===== src/rtl/cpu_pkg.sv =====
// Shared CPU front-end constants and the fetch queue entry layout.
package cpu_pkg;

    localparam int PC_W     = 6;
    localparam int INST_W   = 16;
    localparam int QDEPTH   = 2;
    localparam int RESET_PC = 0;

    typedef struct packed {
        logic [INST_W-1:0] inst;
        logic [PC_W-1:0]   pc;
    } fetch_entry_t;

endpackage


===== src/rtl/inst_fetch_unit_if.sv =====
// Fetch unit bus: program-memory read port, redirect input and decode handshake.
interface inst_fetch_unit_if #(
    parameter int PC_W   = cpu_pkg::PC_W,
    parameter int INST_W = cpu_pkg::INST_W
);
    logic              mem_rd_en;
    logic [PC_W-1:0]   mem_addr;
    logic [INST_W-1:0] mem_rdata;
    logic              redirect_valid;
    logic [PC_W-1:0]   redirect_pc;
    logic              inst_valid;
    logic              inst_ready;
    logic [INST_W-1:0] inst;
    logic [PC_W-1:0]   inst_pc;

    modport master (
        output mem_rd_en, mem_addr, inst_valid, inst, inst_pc,
        input  mem_rdata, redirect_valid, redirect_pc, inst_ready
    );

    modport slave (
        input  mem_rd_en, mem_addr, inst_valid, inst, inst_pc,
        output mem_rdata, redirect_valid, redirect_pc, inst_ready
    );
endinterface


===== src/rtl/inst_queue.sv =====
// Small synchronous FIFO holding fetched {inst, pc} entries; flush clears it in one cycle.
module inst_queue #(
    parameter int W     = 22,
    parameter int DEPTH = 2
) (
    input  logic                   clk,
    input  logic                   reset,
    input  logic                   i_flush,
    input  logic                   i_push,
    input  logic [W-1:0]           i_data,
    input  logic                   i_pop,
    output logic                   o_valid,
    output logic [W-1:0]           o_data,
    output logic [$clog2(DEPTH):0] o_count
);
    localparam int AW = $clog2(DEPTH);
    localparam int CW = AW + 1;

    logic [W-1:0]  r_mem [DEPTH];
    logic [AW-1:0] r_wr_ptr;
    logic [AW-1:0] r_rd_ptr;
    logic [CW-1:0] r_count;
    logic          w_pop;

    assign w_pop = i_pop && (r_count != '0);

    // Storage is cleared too so the head reads zero after reset.
    always_ff @(posedge clk) begin
        if (reset || i_flush) begin
            r_wr_ptr <= '0;
            r_rd_ptr <= '0;
            r_count  <= '0;
            for (int i = 0; i < DEPTH; i++) r_mem[i] <= '0;
        end else begin
            if (i_push) begin
                r_mem[r_wr_ptr] <= i_data;
                r_wr_ptr        <= r_wr_ptr + AW'(1);
            end
            if (w_pop) r_rd_ptr <= r_rd_ptr + AW'(1);
            case ({i_push, w_pop})
                2'b10:   r_count <= r_count + CW'(1);
                2'b01:   r_count <= r_count - CW'(1);
                default: r_count <= r_count;
            endcase
        end
    end

    assign o_valid = (r_count != '0);
    assign o_data  = r_mem[r_rd_ptr];
    assign o_count = r_count;

endmodule


===== src/rtl/inst_fetch_unit.sv =====
// Instruction fetch: issues sequential program-memory reads into a small queue,
// presents the queue head to decode, and flushes/refetches on redirect.
module inst_fetch_unit #(
    parameter int PC_W   = cpu_pkg::PC_W,
    parameter int INST_W = cpu_pkg::INST_W,
    parameter int QDEPTH = cpu_pkg::QDEPTH
) (
    input  logic              clk,
    input  logic              reset,
    inst_fetch_unit_if.master bus
);
    localparam int CW  = $clog2(QDEPTH) + 1;
    localparam int CW1 = CW + 1;
    localparam int EW  = INST_W + PC_W;

    logic [PC_W-1:0] r_fetch_pc;
    logic [PC_W-1:0] r_issued_pc;
    logic            r_inflight;

    logic            w_q_valid;
    logic [EW-1:0]   w_q_data;
    logic [CW-1:0]   w_q_count;
    logic            w_pop;
    logic            w_issue;
    logic [CW1-1:0]  w_committed;
    logic [CW1-1:0]  w_limit;

    assign w_pop = w_q_valid & bus.inst_ready;

    // A read reserves a queue slot at issue so the returning response always fits.
    assign w_committed = {1'b0, w_q_count} + CW1'(r_inflight);
    assign w_limit     = CW1'(QDEPTH) + CW1'(w_pop);
    assign w_issue     = !reset && !bus.redirect_valid && (w_committed < w_limit);

    always_ff @(posedge clk) begin
        if (reset) begin
            r_fetch_pc  <= PC_W'(cpu_pkg::RESET_PC);
            r_issued_pc <= '0;
            r_inflight  <= 1'b0;
        end else if (bus.redirect_valid) begin
            r_fetch_pc <= bus.redirect_pc;
            r_inflight <= 1'b0;
        end else begin
            r_inflight <= w_issue;
            if (w_issue) begin
                r_issued_pc <= r_fetch_pc;
                r_fetch_pc  <= r_fetch_pc + PC_W'(1);
            end
        end
    end

    inst_queue #(
        .W     (EW),
        .DEPTH (QDEPTH)
    ) u_queue (
        .clk     (clk),
        .reset   (reset),
        .i_flush (bus.redirect_valid),
        .i_push  (r_inflight),
        .i_data  ({bus.mem_rdata, r_issued_pc}),
        .i_pop   (w_pop),
        .o_valid (w_q_valid),
        .o_data  (w_q_data),
        .o_count (w_q_count)
    );

    assign bus.mem_rd_en  = w_issue;
    assign bus.mem_addr   = r_fetch_pc;
    assign bus.inst_valid = w_q_valid;
    assign bus.inst       = w_q_data[EW-1:PC_W];
    assign bus.inst_pc    = w_q_data[PC_W-1:0];

endmodule

===== src/flat_wrapper.sv =====
// flat-port wrapper written by rule: the top's interface ports become plain ports
module inst_fetch_unit_flat 
#(
    parameter int PC_W   = cpu_pkg::PC_W,
    parameter int INST_W = cpu_pkg::INST_W,
    parameter int QDEPTH = cpu_pkg::QDEPTH
)
  (clk, reset, bus_mem_rd_en, bus_mem_addr, bus_inst_valid, bus_inst, bus_inst_pc, bus_mem_rdata, bus_redirect_valid, bus_redirect_pc, bus_inst_ready);
  inst_fetch_unit_if #(.PC_W(PC_W), .INST_W(INST_W)) bus_i ();
  input  logic clk;
  input  logic reset;
  output wire logic [$bits(bus_i.mem_rd_en)-1:0] bus_mem_rd_en;
  output wire logic [$bits(bus_i.mem_addr)-1:0] bus_mem_addr;
  output wire logic [$bits(bus_i.inst_valid)-1:0] bus_inst_valid;
  output wire logic [$bits(bus_i.inst)-1:0] bus_inst;
  output wire logic [$bits(bus_i.inst_pc)-1:0] bus_inst_pc;
  input wire logic [$bits(bus_i.mem_rdata)-1:0] bus_mem_rdata;
  input wire logic [$bits(bus_i.redirect_valid)-1:0] bus_redirect_valid;
  input wire logic [$bits(bus_i.redirect_pc)-1:0] bus_redirect_pc;
  input wire logic [$bits(bus_i.inst_ready)-1:0] bus_inst_ready;
  assign bus_mem_rd_en = bus_i.mem_rd_en;
  assign bus_mem_addr = bus_i.mem_addr;
  assign bus_inst_valid = bus_i.inst_valid;
  assign bus_inst = bus_i.inst;
  assign bus_inst_pc = bus_i.inst_pc;
  assign bus_i.mem_rdata = bus_mem_rdata;
  assign bus_i.redirect_valid = bus_redirect_valid;
  assign bus_i.redirect_pc = bus_redirect_pc;
  assign bus_i.inst_ready = bus_inst_ready;
  inst_fetch_unit #(.PC_W(PC_W), .INST_W(INST_W), .QDEPTH(QDEPTH)) u_core (.clk(clk), .reset(reset), .bus(bus_i));
endmodule

===== config.mk =====
export PLATFORM = sky130hd
export DESIGN_NAME = inst_fetch_unit_flat
export DESIGN_NICKNAME = d
export VERILOG_FILES = /design/src/rtl/cpu_pkg.sv /design/src/rtl/inst_fetch_unit_if.sv /design/src/rtl/inst_queue.sv /design/src/rtl/inst_fetch_unit.sv /design/src/flat_wrapper.sv
export SDC_FILE = /design/constraint.sdc
export NUM_CORES = 1
export LEC_CHECK = 0
export CAP_MARGIN = 25
export CORE_MARGIN = 1.5
export CORE_UTILIZATION = 55
export DETAILED_ROUTE_END_ITERATION = 12
export GPL_TIMING_DRIVEN = 0
export HOLD_SLACK_MARGIN = 0.06
export PLACE_DENSITY = 0.85
export SLEW_MARGIN = 40
export SYNTH_ARGS = -nofsm -noshare
export SYNTH_HDL_FRONTEND = slang
export SYNTH_SLANG_ARGS = --single-unit

===== constraint.sdc =====
create_clock -name clk -period 4.7 [get_ports clk]
set_clock_uncertainty 0.2 [all_clocks]
set_input_delay 0.705 -clock clk [delete_from_list [all_inputs] [get_ports clk]]
set_output_delay 0.705 -clock clk [all_outputs]
set_load 0.1 [all_outputs]

==> metrics, run 1 <==
status completed; unrepaired setup endpoints after global routing no; most frequent cells in the layout and2_1 (44), edfxtp_1 (44), buf_2 (32); Die Width 74.2 µm; sequential share of the synthesized area 60.3%; combinational power share 18.1%; vias in the first global route 1829; switching power 0.000367 W; WS Path Type input port to output port; layout cells sized above 1 25.3%; Leak 1.43 nW; core area 4820 µm²; switch share 30.0%; R2R cell count 6; Placed Area 3270 µm²; Wirelength per Cell 14.3 µm; setup TNS 0 ns; nets@finish 318; global route total overflow 0; post-CTS setup buffers 0; WHS Endpoint u_core.u_queue.r_wr_ptr$_SDFFE_PP0P_; Final Cycle Share 67.3%; Int Pwr 0.000854 W; min-delay worst type flop to flop; min Tclk post-route 3.16 ns; Post-Synthesis Cells 223; Yosys Warn Count 0; CP Max Fanout 10; Mapped Area 2790 µm²; GPL Wtd Cong 0.839; site row count 25; initial antenna violation count 0; Hold Crit Start u_core.u_queue.r_wr_ptr$_SDFFE_PP0P_; die area 5510 µm²; first-pass GRT wire length 8.18 mm; Min-Delay Path Depth 2; CP Capture Type output port; largest net degree at the start of global routing 23; Synth cell types 32; maxcap violations 0; Worst-path clk slew 0.06 ns; htree depth 3; GRT Util Overall 20.3%; Yosys reg bits 62; max-slew violations 0; Worst Path Required 3.80 ns; Clk Latency, worst-skew pair 0.32 ns; initial DRC count 98; CP startpoint kind input port; clock sinks 62; # diodes 0; synthesis-to-layout area growth 22.8%; Starting Density 57.9%; total wire length 5.14 mm; CTS-repair resized insts 0; via count 1853; Max-slew headroom 59.9%; worst vdd ir 0.197 mV; number of remaining DRC errors 0; clock share of power 30.7%; crit path DAT 2.26 ns; reg-to-reg critical path endpoint u_core.bus.mem_addr[4]$_SDFFE_PP0P_; die height 74.2 µm; Final Non-Filler Cells 360; hpwl dp 3.54 mm; Worst-Margin Slew 0.602 ns; syn nets 253; flop-to-flop setup slack 2.54 ns; Fmax 316 MHz; P per Cell Area 356 nW/µm²; clk root buf clkbuf_8; Reg power frac 51.2%; final instance area 3430 µm²; Clock Tree Buf Depth 2; # IOs 56; CTS Buf Count 9; port bufs 54; Via density 5.15; final hold violations 0; # hold bufs at CTS 0; CTS tree yes; Inst Count DP 344; post-synthesis area per instance 12.5 µm²; final setup violation count 0; DR pass1 iterations 4; antenna-violating nets left 0; worst reg2reg path startpoint u_core.u_queue.o_count[0]$_SDFFE_PP0P_
-- power groups by stage --
stage | registers (W) | clock network [W] | logic (W)
6_report | 0.000625 | 0.000374 | 0.000221
5_1_grt | 0.000628 | 0.000408 | 0.000231
4_1_cts | 0.000626 | 0.000382 | 0.000223
3_5_place_dp | 0.000637 | 0 | 0.000222
3_3_place_gp | 0.000636 | 0 | 0.000235
2_1_floorplan | 0.000661 | 0 | 0.000145
-- worst max-delay path by stage --
| stage | endpoint | cells past startpoint | slack (ns) | from |
|---|---|---|---|---|
| 2_1_floorplan | bus_mem_rd_en | 4 | 0.41 | bus_redirect_valid |
| 3_3_place_gp | bus_mem_rd_en | 6 | 0.83 | bus_inst_ready |
| 3_5_place_dp | bus_mem_rd_en | 6 | 1.53 | bus_inst_ready |
| 4_1_cts | bus_mem_rd_en | 6 | 1.53 | bus_inst_ready |
| 5_1_grt | bus_mem_rd_en | 6 | 1.45 | bus_inst_ready |
| 6_report | bus_mem_rd_en | 6 | 1.54 | bus_inst_ready |
-- sequential cells by signal (all words and copies together), names as in the netlist, named ones only --
signal and flops:
u_core.bus.mem_addr 6, u_core.u_queue.r_wr_ptr 1, u_core.u_queue.o_count 2, u_core.r_inflight 1, u_core.u_queue.r_rd_ptr 1, u_core.r_issued_pc 6
u_core.u_queue.r_mem 44
-- area by class of cell --
class / count / area, µm²
plain buffers: 12 / 51.3
clock buffers: 11 / 131
clock inverters: 5 / 26.3
fillers: 390 / 1390
inverters: 6 / 22.5
multi-input cells: 143 / 1040
flip-flops and latches: 62 / 1680
well taps: 67 / 83.8
repair buffers: 54 / 390
-- layer usage --
layer	track usage [%]	up-vias	part of all wire [%]
met5	0	-	0
met4	8.69	0	0.56
met2	34.5	61	50
met3	6.10	2	6.5
met1	24.0	878	43
li1	-	912	-
-- cell families (layout without fill, tap and decap cells) --
group,after synthesis,after routing,share of synthesized area [%]
XOR/XNOR,3,3,0.942
adder cells (fa/ha/maj),4,4,1.79
AND/OR/NAND/NOR,88,88,18.3
flip-flops,62,62,60.3
buffers and inverters,18,88,2.65
multiplexers,28,28,11.0
AO/OA/AOI/OAI,20,20,4.98
-- cells in the mapped netlist --
| master | instances | area, µm² |
|---|---|---|
| xnor2_1 | 1 | 8.76 |
| nor2_1 | 12 | 45.0 |
| nand2_1 | 6 | 22.5 |
| a21oi_1 | 3 | 15.0 |
| mux2_2 | 22 | 248 |
| o21ai_2 | 1 | 8.76 |
| or2_2 | 2 | 12.5 |
| a221oi_1 | 2 | 17.5 |
| clkbuf_1 | 7 | 26.3 |
| buf_4 | 1 | 7.51 |
| o31ai_1 | 1 | 7.51 |
| a31oi_1 | 1 | 6.26 |
| nand3_1 | 1 | 5.00 |
| dfxtp_1 | 18 | 360 |
| a311oi_1 | 3 | 26.3 |
| nand2b_1 | 14 | 87.6 |
| nor3_4 | 1 | 16.3 |
| buf_1 | 2 | 7.51 |
| nor3_1 | 3 | 15.0 |
| o21a_1 | 1 | 7.51 |
| edfxtp_1 | 44 | 1320 |
| buf_2 | 2 | 10.0 |
| a221o_1 | 1 | 10.0 |
| or4_1 | 1 | 7.51 |
| ha_1 | 4 | 50.1 |
| xor2_1 | 2 | 17.5 |
| o21ai_0 | 6 | 30.0 |
| inv_1 | 6 | 22.5 |
| or3_1 | 4 | 25.0 |
| and2_1 | 44 | 275 |
| mux2i_1 | 6 | 60.1 |
| o311a_1 | 1 | 10.0 |
-- worst max-delay path, stage by stage --
cell and delay (ns):
clkdlybuf4s50_1 0.47, o21ai_2 0.08, o21a_1 0.23, buf_4 0.19, nor3_1 0.13, buf_2 0.45
-- metrics by stage --
step | hold slack [ns] | setup slack (ns) | total power, W | utilization (%)
final | 0.275 | 1.54 | 0.00122 | 71.1
after global routing | 0.318 | 1.45 | 0.00127 | 71.1
after CTS | 0.274 | 1.53 | 0.00123 | 71.1
after detailed placement | 0.264 | 1.53 | 0.000859 | 67.9
after global placement | 0.255 | 0.826 | 0.000870 | 70.9
after floorplan | 0.244 | 0.414 | 0.000806 | -
Power figures use the tool's default switching activity.
==> run 2: changes to the inputs <==
--- a/config.mk
+++ b/config.mk
@@ -7,11 +7,11 @@
 export LEC_CHECK = 0
 export CAP_MARGIN = 25
 export CORE_MARGIN = 1.5
-export CORE_UTILIZATION = 55
+export CORE_UTILIZATION = 46
 export DETAILED_ROUTE_END_ITERATION = 12
 export GPL_TIMING_DRIVEN = 0
 export HOLD_SLACK_MARGIN = 0.06
-export PLACE_DENSITY = 0.85
+export PLACE_DENSITY = 0.75
 export SLEW_MARGIN = 40
 export SYNTH_ARGS = -nofsm -noshare
 export SYNTH_HDL_FRONTEND = slang
==> constraint.sdc (replaced) <==
create_clock -name clk -period 2.6 [get_ports clk]
set_clock_uncertainty 0.2 [all_clocks]
set_input_delay 0.39 -clock clk [delete_from_list [all_inputs] [get_ports clk]]
set_output_delay 0.39 -clock clk [all_outputs]
set_load 0.1 [all_outputs]
==> run 2 against run 1 <==
Critical path depth unchanged. Sequential share of layout area decreased by 0.72 points. Hold slack got worse by 0.063 ns. First-iteration DRC count decreased by 39%. Count of clock-buffer cells in the layout decreased by 2. Largest power group unchanged.
==> metrics, run 2 (synthesis gave the netlist of run 1 again) <==
Via density 4.94; Die Width 80.9 µm; DR pass1 iterations 4; Clock Tree Buf Depth 2; worst reg2reg path startpoint u_core.u_queue.o_count[0]$_SDFFE_PP0P_; final hold violations 0; # IOs 56; Largest Register u_core.u_queue.r_mem; maxcap violations 0; site row count 28; layout filler cell count 491; htree depth 3; initial DRC count 60; WHS Endpoint u_core.bus.mem_addr[1]$_SDFFE_PP0P_; CP startpoint kind flop; final instance area 3480 µm²; clk root buf clkbuf_8; post-CTS setup buffers 0; total wire length 5.15 mm; die area 6540 µm²; reg-to-reg critical path endpoint u_core.bus.mem_addr[4]$_SDFFE_PP0P_; Worst-Margin Slew 0.566 ns; Clk Latency, worst-skew pair 0.32 ns; Reg power frac 49.1%; clock sinks 62; Min-Delay Path Depth 2; CP Capture Type output port; GPL Wtd Cong 0.848; Hold Crit Start bus_redirect_valid; switch share 29.1%; synthesis-to-layout area growth 24.7%; WS Path Type flop to output port; Worst Path Required 2.01 ns; hpwl dp 3.50 mm; global route total overflow 0; nets@finish 318; Final Cycle Share 96.1%; clock share of power 33.4%; # diodes 0; CP Max Fanout 10; Fmax 400 MHz; largest net degree at the start of global routing 23; die height 80.9 µm; R2R cell count 6; Tot Pwr 0.00230 W; status completed; switching power 0.000669 W; vias in the first global route 1784; Int Pwr 0.00163 W; Worst-path clk slew 0.06 ns; layout cells sized above 1 25.9%; crit path DAT 1.91 ns; most frequent cells in the layout and2_1 (44), edfxtp_1 (44), buf_2 (31); min Tclk post-route 2.50 ns; CTS Buf Count 9; unrepaired setup endpoints after global routing no; Leak 1.45 nW; Placed Area 3290 µm²; initial antenna violation count 0; port bufs 54; Final Non-Filler Cells 368; core area 5890 µm²; max-slew violations 0; via count 1818; min-delay worst type input port to flop; final setup violation count 0; Inst Count DP 352; flop-to-flop setup slack 0.41 ns; Wirelength per Cell 14.0 µm; P per Cell Area 662 nW/µm²; Starting Density 47.4%; CTS tree yes; setup TNS 0 ns; fin util 59.1%; Max-slew headroom 62.1%; combinational power share 17.5%; max reg flops 44; GRT Util Overall 17.8%; worst vdd ir 0.296 mV; number of remaining DRC errors 0; first-pass GRT wire length 8.51 mm; antenna-violating nets left 0
## run 2: final cells by class
type	instances	area (µm²)	area share, %
Sequential cell	62	1680	48.3
Clock inverter	7	55.1	1.58
Timing Repair Buffer	54	397	11.4
Inverter	6	22.5	0.647
Buffer	12	53.8	1.55
Clock buffer	9	124	3.56
Tap cell	75	93.8	2.70
Multi-Input combinational cell	143	1050	30.2
## run 2: what timing repair did
item,4_1_cts,5_1_grt
resized for setup,1,3
hold buffers,0,0
pin swaps,0,0
cloned,0,0
endpoints found under the setup margin,1,21
## run 2: how the worst max path moves through the flow
stage	startpoint	to	slack (ns)
after floorplan	u_core.u_queue.o_count[0]$_SDFFE_PP0P_	bus_mem_rd_en	0.15
after global placement	bus_inst_ready	bus_mem_rd_en	-0.62
after detailed placement	bus_inst_ready	bus_mem_rd_en	0.1
after CTS	flop	bus_inst_pc[2]	0.03
after global routing	u_core.u_queue.o_count[0]$_SDFFE_PP0P_	bus_mem_rd_en	0.03
final	u_core.u_queue.o_count[0]$_SDFFE_PP0P_	bus_mem_rd_en	0.10
## run 2: through the flow
step / worst slack, ns / hold slack [ns]
floorplan: 0.154 / 0.244
global placement: -0.616 / 0.254
detailed placement: 0.0977 / 0.266
CTS: 0.0345 / 0.199
global route: 0.0295 / 0.244
finish: 0.101 / 0.212
## run 2: power by group through the flow
stage | Clock [W] | Combinational (W) | Sequential (W)
global route | 0.000833 | 0.000423 | 0.00114
global placement | 0 | 0.000428 | 0.00115
detailed placement | 0 | 0.000403 | 0.00115
CTS | 0.000782 | 0.000405 | 0.00113
floorplan | 0 | 0.000264 | 0.00119
finish | 0.000769 | 0.000402 | 0.00113
## run 2: per-layer routing
layer | global-route usage, % | up-vias | part of all wire, %
met4 | 9.48 | 0 | 2.0
met3 | 3.82 | 9 | 5.3
li1 | - | 919 | -
met2 | 28.3 | 49 | 47
met5 | 0 | - | 0
met1 | 22.8 | 841 | 46
## run 2: worst max-delay path, cell delays in order, from the launching register on
cell and delay, ns:
dfxtp_1 0.37, ha_1 0.22, ha_1 0.28, o21a_1 0.16, buf_4 0.20, nor3_4 0.12, buf_6 0.24
